### config.mk
export PLATFORM = sky130hd
export DESIGN_NAME = md5_guess_generator
export DESIGN_NICKNAME = d
export VERILOG_FILES = /design/src/rtl/md5_guess_generator.sv
export SDC_FILE = /design/constraint.sdc
export NUM_CORES = 1
export LEC_CHECK = 0
export CAP_MARGIN = 20
export CORE_MARGIN = 2
export CORE_UTILIZATION = 52
export CTS_BUF_LIST = sky130_fd_sc_hd__clkbuf_8 sky130_fd_sc_hd__clkbuf_16
export CTS_CLUSTER_DIAMETER = 40
export DETAILED_ROUTE_END_ITERATION = 10
export DONT_BUFFER_PORTS = 1
export PLACE_DENSITY = 0.7
export SLEW_MARGIN = 10
export SYNTH_ARGS = -nofsm -noshare
export SYNTH_HDL_FRONTEND = slang
export SYNTH_SLANG_ARGS = --single-unit
### constraint.sdc
create_clock -name clk -period 3.3 [get_ports clk]
set_input_delay 0.66 -clock clk [delete_from_list [all_inputs] [get_ports clk]]
set_output_delay 0.66 -clock clk [all_outputs]
set_load 0.1 [all_outputs]
### src/rtl/md5_guess_generator.sv
// Brute-force candidate source: enumerates every string over [CHAR_MIN, CHAR_MAX] for lengths start_len+1..end_len+1.
// Latency: first guess 1 cycle after start; one guess per en cycle; registered outputs; en=0 holds the guess.
module md5_guess_generator #(
    parameter logic [7:0] CHAR_MIN = 8'h61,
    parameter logic [7:0] CHAR_MAX = 8'h7A
) (
    input  logic         clk,
    input  logic         reset,
    input  logic         start,
    input  logic         stop,
    input  logic [3:0]   start_len,
    input  logic [3:0]   end_len,
    input  logic         en,
    output logic [127:0] guess,
    output logic [3:0]   guesslen,
    output logic         valid,
    output logic         busy,
    output logic         done,
    output logic [31:0]  count
);

    typedef enum logic [1:0] {IDLE, RUN, DONE} state_t;

    state_t         state_q;
    logic [127:0]   guess_q;
    logic [3:0]     guesslen_q;
    logic [3:0]     start_len_q;
    logic [3:0]     end_len_q;
    logic [31:0]    count_q;
    logic           valid_q;
    logic           busy_q;
    logic           done_q;

    logic [127:0]   step_guess_d;
    logic           all_max_d;

    // Bytes 0..len set to CHAR_MIN, the rest zero.
    function automatic logic [127:0] fill_min(input logic [3:0] len);
        logic [127:0] g;
        g = '0;
        for (int i = 0; i < 16; i++) begin
            if (4'(i) <= len) g[127-8*i -: 8] = CHAR_MIN;
        end
        return g;
    endfunction

    // Odometer step: byte at index guesslen is least significant.
    always_comb begin
        logic carry;
        step_guess_d = guess_q;
        all_max_d    = 1'b1;
        carry        = 1'b1;
        for (int i = 15; i >= 0; i--) begin
            if (4'(i) <= guesslen_q) begin
                if (guess_q[127-8*i -: 8] != CHAR_MAX) all_max_d = 1'b0;
                if (carry) begin
                    if (guess_q[127-8*i -: 8] == CHAR_MAX) begin
                        step_guess_d[127-8*i -: 8] = CHAR_MIN;
                    end else begin
                        step_guess_d[127-8*i -: 8] = guess_q[127-8*i -: 8] + 8'd1;
                        carry = 1'b0;
                    end
                end
            end
        end
    end

    always_ff @(posedge clk) begin
        if (reset) begin
            state_q     <= IDLE;
            guess_q     <= '0;
            guesslen_q  <= '0;
            start_len_q <= '0;
            end_len_q   <= '0;
            count_q     <= '0;
            valid_q     <= 1'b0;
            busy_q      <= 1'b0;
            done_q      <= 1'b0;
        end else begin
            case (state_q)
                IDLE, DONE: begin
                    if (start) begin
                        start_len_q <= start_len;
                        end_len_q   <= end_len;
                        count_q     <= '0;
                        if (start_len > end_len) begin
                            state_q <= DONE;
                            valid_q <= 1'b0;
                            busy_q  <= 1'b0;
                            done_q  <= 1'b1;
                        end else begin
                            state_q    <= RUN;
                            guesslen_q <= start_len;
                            guess_q    <= fill_min(start_len);
                            valid_q    <= 1'b1;
                            busy_q     <= 1'b1;
                            done_q     <= 1'b0;
                        end
                    end
                end
                RUN: begin
                    // stop outranks a same-cycle consume, so count excludes that guess
                    if (stop) begin
                        state_q <= IDLE;
                        valid_q <= 1'b0;
                        busy_q  <= 1'b0;
                    end else if (en) begin
                        count_q <= count_q + 32'd1;
                        if (!all_max_d) begin
                            guess_q <= step_guess_d;
                        end else if (guesslen_q < end_len_q) begin
                            guesslen_q <= guesslen_q + 4'd1;
                            guess_q    <= fill_min(guesslen_q + 4'd1);
                        end else begin
                            state_q <= DONE;
                            valid_q <= 1'b0;
                            busy_q  <= 1'b0;
                            done_q  <= 1'b1;
                        end
                    end
                end
                default: begin
                    state_q <= IDLE;
                    valid_q <= 1'b0;
                    busy_q  <= 1'b0;
                    done_q  <= 1'b0;
                end
            endcase
        end
    end

    assign guess    = guess_q;
    assign guesslen = guesslen_q;
    assign valid    = valid_q;
    assign busy     = busy_q;
    assign done     = done_q;
    assign count    = count_q;

endmodule

==> impl_metrics.sql <==
INSERT INTO impl_metrics (metric_group, metric, value, unit) VALUES
('yosys', 'syn-num-nets', '1396', ''),
('yosys', 'synthFlopType', 'sky130_fd_sc_hd__dfxtp_1', ''),
('yosys', 'seq_area_frac_synth', '32.6', '%'),
('finish', 'cell_area_after_layout', '0.0136', 'sq mm'),
('floorplan', 'chipHeight', '146', 'microns'),
('place', 'globalplace.congestion', '0.973', ''),
('sta', 'period_minus_slack', '3.23', 'ns'),
('clocking', 'worst_skew_pair.late_latency', '0.44', 'ns'),
('flow_run', 'maxcap_violations', '0', ''),
('yosys', 'dominant_combinational_cell_family_by_area_after_synthesis', 'simple AND/OR/NAND/NOR gates', ''),
('route', 'routed_wire_length_per_instance', '18.3', 'microns'),
('hold_path', 'min_path_type', 'in2reg', ''),
('outcome', 'run_status', 'completed', ''),
('sta', 'setup_viol', '0', ''),
('clocking', 'cts-root-to-sink-buffers', '2', ''),
('finish', 'num-nets-final', '1613', ''),
('yosys', 'synth.area.mux_share', '0.699', '%'),
('place', 'placedCellCount', '1796', ''),
('yosys', 'synthTopCellsByArea', 'sky130_fd_sc_hd__dfxtp_1 33%, sky130_fd_sc_hd__ha_1 5.5%, sky130_fd_sc_hd__nor2_1 5.1%', ''),
('route', 'drt_iter0_markers', '880', ''),
('yosys', 'post_synth.cell_area_avg', '7.90', 'sq um'),
('worst_setup_path', 'worstPathArrival', '3.56', 'ns'),
('finish', 'stdcell_count', '1837', ''),
('worst_setup_path', 'worst-setup-path-type', 'reg2reg', ''),
('finish', 'post-route-util', '67.5', '%'),
('finish', 'drive_above_1_share', '29.9', '%'),
('clocking', 'cts-hold-fix-buffers', '0', ''),
('yosys', 'post_synth_inst_count', '1337', ''),
('finish', 'diodes', '0', ''),
('clocking', 'clk_root_buffer_cell', 'sky130_fd_sc_hd__clkbuf_16', ''),
('route', 'detail-route-antenna-nets', '0', ''),
('grt', 'number_of_global_route_vias_before_repair', '10242', ''),
('yosys', 'yosysWarnings', '0', ''),
('yosys', 'synth_top_cell_area_share', '32.6', '%'),
('floorplan', 'die_width', '146', 'microns'),
('yosys', 'synth_xor_area_share', '2.82', '%'),
('worst_setup_path', 'crit_path_start_kind', 'flop', ''),
('yosys', 'netlist_area', '0.0106', 'sq mm'),
('worst_setup_path', 'endpoint_kind', 'flop', ''),
('clocking', 'ctsHtreeMaxLevel', '4', ''),
('sta', 'max_freq', '309', 'MHz'),
('finish', 'n_fill_cell', '1691', ''),
('clocking', 'cts.sink_count', '172', ''),
('grt', 'grt_overflow_total', '0', ''),
('clocking', 'cts_buf_count', '17', ''),
('route', 'vias', '11238', ''),
('sta', 'max_slew_margin', '29.7', '%'),
('route', 'postRouteWirelength', '33600', 'microns'),
('grt', 'grt_max_degree', '120', ''),
('finish', 'area_growth_syn_to_layout', '28.5', '%'),
('yosys', 'synth.distinct_cells', '87', ''),
('grt', 'grt_usage', '30.4', '%'),
('floorplan', 'initial_core_util', '52.5', '%'),
('clocking', 'tritoncts', 'built', ''),
('yosys', 'synth_adder_area_share', '5.45', '%'),
('power_and_ir_drop', 'p_per_area', '452', 'mW/mm^2'),
('floorplan', 'fp.dieArea', '0.0215', 'sq mm'),
('place', 'dpl-instance-area', '0.0128', 'sq mm'),
('yosys', 'synthArstFlopShare', '0', '%'),
('floorplan', 'design.core.area', '0.0201', 'sq mm'),
('worst_setup_path', 'worstPathMaxFanout', '10', ''),
('yosys', 'synth_area_leader_cell', 'sky130_fd_sc_hd__dfxtp_1', ''),
('sta', 'tightestPinTransition', '1.05', 'ns'),
('place', 'place.detailed.hpwl', '24800', 'microns'),
('clocking', 'clk_pin_slew', '0.07', 'ns'),
('yosys', 'synthSimpleGateAreaFrac', '27.7', '%'),
('route', 'final_routed_drc_violation_total', '0', ''),
('floorplan', 'placement_rows', '52', ''),
('yosys', 'synth_compound_gate_area_share', '25.9', '%'),
('power_and_ir_drop', 'power.leakage', '5.38', 'nW'),
('worst_setup_path', 'critical_path_required', '3.63', 'ns'),
('place', 'io_buffer_count', '0', ''),
('sta', 'slew_violations', '0', ''),
('route', 'vias_per_cell', '6.12', ''),
('floorplan', 'io_pins', '180', ''),
('power_and_ir_drop', 'ir_drop', '360', 'uV'),
('grt', 'grt_first_pass_wirelength', '53800', 'microns'),
('yosys', 'edff_count_synth', '0', ''),
('sta', 'final_min_period_over_clock_period', '98.0', '%'),
('sta', 'endpoints_failing_hold', '0', ''),
('grt', 'number_of_antenna_violations_at_the_first_check_in_global_routing', '0', ''),
('yosys', 'synth_seq_cells', '172', ''),
('sta', 'timing.clock.skew', '0.0113', 'ns'),
('route', 'detailedRoute.firstPassIterationCount', '5', '');
-- cells in the final DEF (no fill, tap or decap), drive strengths merged, types with 41 or more instances in the layout --
cell / netlist / layout
nand3: 72 / 72
inv: 55 / 66
nor2: 144 / 144
and3: 41 / 41
o21ai: 99 / 99
ha: 46 / 46
nor3: 47 / 47
nand2: 99 / 99
dfxtp: 172 / 172
a21oi: 100 / 100
buf: 28 / 261
-- metal layers --
layer  part of all wire (%)  track usage, %  vias to the layer above
met5                      0               0                        -
met4                    1.5            7.04                        0
met3                    8.9            8.25                       44
met2                     47            50.2                      449
met1                     43            39.7                     5339
li1                       -               -                     5406
-- critical path, stage by stage, from the launching register on --
cell                      delay (ns)
sky130_fd_sc_hd__dfxtp_4        0.39
sky130_fd_sc_hd__inv_4          0.06
sky130_fd_sc_hd__ha_4           0.16
sky130_fd_sc_hd__or4_4          0.53
sky130_fd_sc_hd__o31a_1         0.19
sky130_fd_sc_hd__or4_4          0.52
sky130_fd_sc_hd__o41a_4         0.46
sky130_fd_sc_hd__buf_4          0.23
sky130_fd_sc_hd__o21ai_0        0.21
sky130_fd_sc_hd__a21oi_1        0.08
sky130_fd_sc_hd__o32ai_1        0.29
-- path summary, 6_finish.rpt --
check             slack [ns]  depth (start not counted)         start            to
hold reg to reg         0.46                          2  end_len_q[3]  end_len_q[3]
hold / removal          0.30                          1         reset    guess[104]
setup / recovery        0.07                         10   guesslen[0]    guess[110]
setup reg to reg        0.07                         10   guesslen[0]    guess[110]
-- kinds of logic (layout without fill, tap and decap cells) --
| group | Yosys count | in the layout |
|---|---|---|
| buffers and inverters | 119 | 349 |
| XOR/XNOR | 34 | 34 |
| AO/OA/AOI/OAI | 396 | 396 |
| flip-flops | 172 | 172 |
| adder cells (fa/ha/maj) | 46 | 46 |
| AND/OR/NAND/NOR | 563 | 563 |
| multiplexers | 7 | 7 |
-- timing repair --
action,4_1_cts,5_1_grt
gates cloned,0,0
gates resized for setup,1,16
pin swaps,0,6
endpoints found under the setup margin,1,77
buffers inserted,0,9
-- through the flow --
step	power, mW	hold WS, ns	TNS [ns]	setup slack, ns
2_1_floorplan	3.58	0.436	0	0.000928
4_1_cts	6.10	0.283	0	0.0150
3_3_place_gp	4.03	0.440	0	0.116
6_report	6.14	0.302	0	0.0660
3_5_place_dp	4.05	0.443	0	0.0379
5_1_grt	6.36	0.288	-0.00331	-0.00294
-- power by group --
group | switching (mW) | internal [mW]
Sequential | 0.0819 | 2.16
Clock | 1.03 | 1.04
Combinational | 1.28 | 0.546
-- cell usage after synthesis, types with 7 or more instances --
cell type / count
sky130_fd_sc_hd__a211oi_1: 12
sky130_fd_sc_hd__a21o_1: 15
sky130_fd_sc_hd__a21oi_1: 100
sky130_fd_sc_hd__a221oi_1: 10
sky130_fd_sc_hd__a31oi_1: 24
sky130_fd_sc_hd__and2_1: 13
sky130_fd_sc_hd__and3_1: 40
sky130_fd_sc_hd__buf_1: 8
sky130_fd_sc_hd__buf_2: 11
sky130_fd_sc_hd__clkbuf_1: 35
sky130_fd_sc_hd__dfxtp_1: 172
sky130_fd_sc_hd__ha_1: 46
sky130_fd_sc_hd__inv_1: 55
sky130_fd_sc_hd__nand2_1: 99
sky130_fd_sc_hd__nand2b_1: 13
sky130_fd_sc_hd__nand3_1: 71
sky130_fd_sc_hd__nand3b_1: 7
sky130_fd_sc_hd__nand4_1: 24
sky130_fd_sc_hd__nor2_1: 143
sky130_fd_sc_hd__nor2b_1: 10
sky130_fd_sc_hd__nor3_1: 44
sky130_fd_sc_hd__nor3b_1: 12
sky130_fd_sc_hd__nor4_1: 20
sky130_fd_sc_hd__o21a_1: 9
sky130_fd_sc_hd__o21ai_0: 90
sky130_fd_sc_hd__o22ai_1: 25
sky130_fd_sc_hd__o31a_1: 7
sky130_fd_sc_hd__o31ai_1: 12
sky130_fd_sc_hd__or2_2: 7
sky130_fd_sc_hd__or3_1: 15
sky130_fd_sc_hd__or4_1: 15
sky130_fd_sc_hd__xor2_1: 30
-- state kept, by name, indices dropped and copies added, names as in the netlist --
signal     flops
busy           1
count         32
done           1
end_len_q      4
guess        128
guesslen       4
state_q        2
-- layout make-up --
| class | count | area (sq um) | area share, % |
|---|---|---|---|
| Clock buffer | 17 | 425 | 3.14 |
| Clock inverter | 15 | 184 | 1.36 |
| Inverter | 56 | 213 | 1.57 |
| Multi-Input combinational cell | 1046 | 6750 | 49.7 |
| Sequential cell | 172 | 3630 | 26.7 |
| Tap cell | 270 | 338 | 2.49 |
| Timing Repair Buffer | 261 | 2030 | 15.0 |
Power figures use the tool's default switching activity.
